<file path="src/rtl/exe_mul_sequencer.sv">
// exe_mul_sequencer: multi-cycle radix-2 shift-add multiply controller for the EXE stage.
// Latches the operands, performs N fixed add/shift iterations while stalling the
// pipeline, then presents the low N bits of the product and the NZCV update for one cycle.
module exe_mul_sequencer #(
    parameter int unsigned N = 32
) (
    input  logic         clk,
    input  logic         rst,
    input  logic         start,
    input  logic         flushIn,
    input  logic [N-1:0] Val1In,
    input  logic [N-1:0] Val2In,
    input  logic         SIn,
    input  logic [3:0]   statusIn,
    output logic         stallOut,
    output logic         busyOut,
    output logic         doneOut,
    output logic [N-1:0] ResOut,
    output logic [3:0]   statusOut,
    output logic         statusWeOut
);

    localparam int unsigned CW = (N > 1) ? $clog2(N) : 1;
    localparam logic [CW-1:0] LAST = CW'(N - 1);

    typedef enum logic [1:0] {
        IDLE,
        RUN,
        DONE
    } state_t;

    state_t         state;
    state_t         state_next;
    logic [N-1:0]   acc;
    logic [N-1:0]   mcand;
    logic [N-1:0]   mplier;
    logic [N-1:0]   res_q;
    logic [CW-1:0]  count;
    logic           s_lat;
    logic           done_ok;

    // The completion cycle counts only if neither reset nor flush cancels it.
    assign done_ok = (state == DONE) && !flushIn && !rst;
    assign busyOut = (state != IDLE);

    // Next-state decode and combinational pipeline controls.
    always_comb begin
        state_next  = state;
        stallOut    = 1'b0;
        doneOut     = 1'b0;
        statusWeOut = 1'b0;
        statusOut   = '0;
        ResOut      = res_q;
        case (state)
            IDLE: begin
                if (start && !flushIn) begin
                    state_next = RUN;
                    stallOut   = 1'b1;
                end
            end
            RUN: begin
                stallOut = 1'b1;
                if (flushIn) begin
                    state_next = IDLE;
                end else if (count == LAST) begin
                    state_next = DONE;
                end
            end
            DONE: begin
                state_next = IDLE;
                if (done_ok) begin
                    // Result is shown from acc during DONE and captured into res_q at
                    // its end, so a flush in DONE leaves the previous result visible.
                    ResOut      = acc;
                    doneOut     = 1'b1;
                    statusWeOut = s_lat;
                    statusOut   = {acc[N-1], (acc == '0), statusIn[1], statusIn[0]};
                end
            end
            default: state_next = IDLE;
        endcase
    end

    // State register, operand latches and shift-add datapath.
    always_ff @(posedge clk) begin
        if (rst) begin
            state  <= IDLE;
            acc    <= '0;
            mcand  <= '0;
            mplier <= '0;
            count  <= '0;
            res_q  <= '0;
            s_lat  <= 1'b0;
        end else begin
            state <= state_next;
            case (state)
                IDLE: begin
                    if (start && !flushIn) begin
                        mcand  <= Val1In;
                        mplier <= Val2In;
                        s_lat  <= SIn;
                        acc    <= '0;
                        count  <= '0;
                    end
                end
                RUN: begin
                    if (mplier[0]) begin
                        acc <= acc + mcand;
                    end
                    mcand  <= mcand << 1;
                    mplier <= mplier >> 1;
                    count  <= count + 1'b1;
                end
                DONE: begin
                    if (done_ok) begin
                        res_q <= acc;
                    end
                end
                default: ;
            endcase
        end
    end

endmodule

</file>
<file path="config.mk">
export PLATFORM = sky130hd
export DESIGN_NAME = exe_mul_sequencer
export DESIGN_NICKNAME = d
export VERILOG_FILES = /design/src/rtl/exe_mul_sequencer.sv
export SDC_FILE = /design/constraint.sdc
export NUM_CORES = 1
export LEC_CHECK = 0
export CORE_MARGIN = 2
export CORE_UTILIZATION = 54
export DETAILED_ROUTE_END_ITERATION = 7
export GPL_TIMING_DRIVEN = 1
export PLACE_DENSITY = 0.91
export SLEW_MARGIN = 0
export SYNTH_ARGS = -nofsm -noshare
export SYNTH_HDL_FRONTEND = slang
export SYNTH_SLANG_ARGS = --single-unit
</file>
<file path="constraint.sdc">
create_clock -name clk -period 2.7 [get_ports clk]
set_input_delay 0.405 -clock clk [delete_from_list [all_inputs] [get_ports clk]]
set_output_delay 0.405 -clock clk [all_outputs]
set_load 0.1 [all_outputs]
</file>
Word-level counts from Yosys, hierarchy flattened
Index checks and enable logic that the tools add are counted.
Word-level totals
  bits of input ports: 73
  word-level logic and storage cells: 51
  register bits after elaboration: 136
  output and inout bits: 40
Operators by class
  eq/ne operators: 6
  add/subtract/negate cells: 2
  reduce and logical (&&, ||, !) cells: 13
  multiplexer cells: 23
Operators with widths (count)
  32-bit 2-to-1 mux: 6
  32-bit case mux with 2 select lines: 3
  32-bit adder: 1
  32-bit logical NOT: 1
  5-bit case mux with 2 select lines: 1
  4-bit 2-to-1 mux: 2
  2-bit 2-to-1 mux: 3
  2-bit AND reduction: 3
  5-bit by 1-bit adder with 5-bit output, second input constant: 1
  5-bit equality test, second input constant: 1
  1-bit 2-to-1 mux: 5
  5-bit 2-to-1 mux: 1
  2-bit inequality test, second input constant: 2
  2-bit case mux with 2 select lines: 1
  2-bit nonzero test: 2
  1-bit logical AND: 3
  3-bit inequality test, second input constant: 1
  3-bit AND reduction: 1
  2-bit by 1-bit equality test with 1-bit output, second input constant: 1
  2-bit equality test, second input constant: 1
  1-bit logical NOT: 2
  2-bit logical NOT: 1
  1-bit case mux with 2 select lines: 1

Longest topological paths before layout
  depth after elaboration: 5
  depth in mapped cells: 11
  mapped depth without buffers: 11

Worst setup path after synthesis
OpenSTA, ideal clock, no wires.
  path type: input-to-output
  start: in flushIn
  end: out statusOut[2]
  data required time: 2.295 ns
  stages: 5
  path buffers: 2
  setup slack: -2.121 ns
  arrival time: 4.416 ns
  cell sequence: nor4b_1 > clkbuf_1 > clkbuf_1 > nand3_1 > nor3_1
On the way
  longest elaborated chain between the ends: 5
RTL lines
  start: declaration: RTL line 10  | input logic flushIn,
  1-bit logical NOT: RTL line 43  | assign done_ok = (state == DONE) && !flushIn && !rst;
  1-bit logical AND (2 in series): RTL line 43
  4-bit 2-to-1 mux: RTL line 71  | if (done_ok) begin
  4-bit 2-to-1 mux: RTL line 54  | case (state)
  end: declaration: RTL line 19  | output logic [3:0] statusOut,
No other way between the ends.

Worst setup path after layout
  start: reg acc[7]
  end: reg acc[28]
On the way
  longest elaborated chain between the ends: 3
RTL lines
  start: declaration: RTL line 34  | logic [N-1:0] acc;
  start signal: assignment: RTL line 108  | acc <= acc + mcand;
  32-bit adder: RTL line 108
  32-bit 2-to-1 mux: RTL line 107  | if (mplier[0]) begin
  32-bit case mux with 2 select lines: RTL line 96  | case (state)
No other way between the ends. The select of a mux whose other input is x is not followed.
A chain may end at the register's enable or synchronous reset.

==> flow_summary.json <==
{
  "outcome": "finished, violations left",
  "failed_checks": "negative setup slack",
  "synth_edf_count": 0,
  "ys_types": 60,
  "dr.pass1.iters": 6,
  "dieArea_mm2": 0.01383,
  "syn_nets": 949,
  "gp_congestion": 0.9242,
  "grt_usage": 0.2721,
  "avgSynthCellArea_um2": 8.274,
  "cp_cell_sequence": "ha_1 -> a21o_1 -> nor3_1 -> a211oi_2 -> o2111ai_2 -> a31oi_1 -> buf_4 -> o2111ai_1 -> mux2i_1 -> nand2_1",
  "place_ws_ps": 89.95,
  "final_cell_area_mm2": 0.009493,
  "setup_viol": 1,
  "synth-async-reset-ratio": 0,
  "synthTopCellsByArea": "dfxtp_1 (39%), nor2_1 (9.1%), ha_1 (5.9%)",
  "hold_class": "reg -> reg",
  "startpoint_type": "flip-flop",
  "cp_slowest_stage_delay_ps": 450,
  "setup_tns_ps": -25.14,
  "crit_path_top_delay_cell": "nor3_1",
  "cts-root-buf": "clkbuf_16",
  "vias": 6806,
  "worstPathRequired_ps": 3020,
  "wirelength_um": 19100,
  "synth_top_area_cell": "dfxtp_1",
  "hold_buffers": 0,
  "drtAntennaViolNets": 0,
  "synth_seq_cells": 136,
  "port-buffer-count": 110,
  "overflow": 0,
  "core_mm2": 0.01262,
  "ys.warnings.count": 0,
  "fin_util": 0.7522,
  "vdd_drop_max_mv": 0.3856,
  "io-pin-count": 113,
  "crit_fanout": 5,
  "cp_top_family": "compound AO/OA/AOI/OAI gates",
  "period_needed_ps": 2725,
  "dpl_cell_area_mm2": 0.008773,
  "drtIter0Drc": 676,
  "leakage_nw": 4.013,
  "chipHeight_um": 117.6,
  "start_util": 0.5521,
  "max_freq_ghz": 0.3670,
  "synth_seq_area_share": 0.3908,
  "slew_headroom": 0.2483,
  "final_common_cell": "nor2_1",
  "grt_pass1_wl_um": 31190,
  "insertion_delay_ps": 430,
  "cts_buffers": 17,
  "drive_gt1_frac": 0.1799,
  "hpwl_um": 12530,
  "layout_worst_path_cycle_share": 1.009,
  "cap_violations": 0,
  "syn_area_mm2": 0.006967,
  "crit_type": "reg -> reg",
  "h-tree-depth": 4,
  "clock-sinks": 136,
  "vias_per_cell": 5.970,
  "cts_buffer_depth": 2,
  "tightest_slew_ps": 1123,
  "setup_ws_ps": -25.14,
  "drc_errors": 0,
  "finalPower_mw": 5.270,
  "antenna_found_initial": 1,
  "netlist_instances": 842,
  "clk_pin_slew_ps": 60,
  "syn_to_final_growth_pct": 36.26,
  "grt_max_degree": 78,
  "hold_viol": 0,
  "avgRoutedWirePerCell_um": 16.75,
  "slew_viol_final": 0,
  "core.rowCount": 41,
  "arrival_ps": 3040,
  "grt_pass1_vias": 6539,
  "cts_tree": "yes",
  "powerDensity_mw_per_mm2": 555.2,
  "skew_ps": 8.443,
  "dominantRegCellSynth": "dfxtp_1",
  "yosysTopAreaCellShare": 0.3908,
  "path_buf_inv": 1,
  "fp.dieW_um": 117.6,
  "mostFrequentLayoutCells": "nor2_1 (168), dfxtp_1 (135), clkdlybuf4s50_1 (69), nand2_1 (61), a21oi_1 (61)",
  "cp-end-kind": "flip-flop",
  "fin_nets": 1061
}
[layout make-up]
cell class              instances  area (um2)
flip-flops and latches        136        2724
clock inverters                14       209.0
multi-input cells             644        4103
fillers                       846        3127
repair buffers                142        1752
diodes                          1       2.502
clock buffers                  18       439.2
inverters                      13       48.80
well taps                     172       215.2
[registers in the layout (all words and copies together) (netlist names)]
signal / cells
s_lat: 1
mplier: 32
res_q: 32
count: 5
mcand: 32
state: 2
acc: 32
[synth_stat cells, types with 3 or more instances]
cell type	instances
dfxtp_1	136
o2111ai_1	3
o21a_1	4
nor4_1	51
and3_1	10
a31oi_1	3
xnor2_1	12
inv_1	12
nor3_1	7
clkbuf_1	46
nor2_1	168
a21oi_1	64
buf_2	3
and2_1	6
o21bai_1	6
a21o_1	13
o211ai_1	5
nand3_1	10
ha_1	33
xor2_1	10
mux2i_1	4
mux2_2	32
o21ai_1	16
a211oi_1	4
nand2b_1	4
nand2_1	61
a22oi_1	30
a22o_1	3
o21ai_0	12
nand4_1	4
nor2b_1	36
[final timing paths]
kind	slack, ps	start	cells after the start	endpoint
worst max-delay path	-30	acc[7]	10	acc[28]
worst min-delay path	460	s_lat	2	s_lat
worst max register to register	-30	acc[7]	10	acc[28]
worst min register to register	460	s_lat	2	s_lat
[cell families (layout without fill, tap and decap cells)]
kind of cell,count (synthesis),count (layout),share of synthesized area
compound gates,186,186,0.1816
xor+xnor,22,22,0.02766
fa+ha+maj,34,34,0.06214
buf+inv,62,187,0.03394
flops,136,136,0.3908
mux,36,36,0.05747
other cells,0,1,0
simple gates,366,366,0.2464
[metal layers]
metal  vias to the layer above  track usage  routed length, um
li1                       3224            -                  -
met1                      3193       0.3350               7850
met2                       324       0.4602               9372
met3                        65      0.06347               1324
met4                         0       0.1099                552
met5                         -            0                  0
[repair_timing]
action	CTS	global route
hold endpoints to repair	0	0
gates resized for setup	0	14
endpoints found under the setup margin	0	9
buffers inserted	0	0
[tightest hold or removal path, delay by kind of cell (launching register included)]
family / cells / cell delay [ps]
AO/OA/AOI/OAI: 1 / 60
flip-flops: 1 / 300
AND/OR/NAND/NOR: 1 / 50
[where the power goes]
group          switching, mW  internal, mW  leakage [nW]
Clock                  0.968          1.60         0.315
Combinational          0.310         0.245          2.59
Sequential            0.0594          2.09          1.11
Total                   1.34          3.93          4.01
[metrics by stage]
| stage | instances | hold WS [ps] |
|---|---|---|
| 4_1_cts | 1139 | 458.9 |
| 6_report | 1140 | 455.5 |
| 3_5_place_dp | 1107 | 450.8 |
| 5_1_grt | 1140 | 469.5 |
| 3_3_place_gp | 1107 | 439.5 |
| 2_1_floorplan | 842 | 431.7 |
Note: power is estimated with default switching activity, not from simulation.
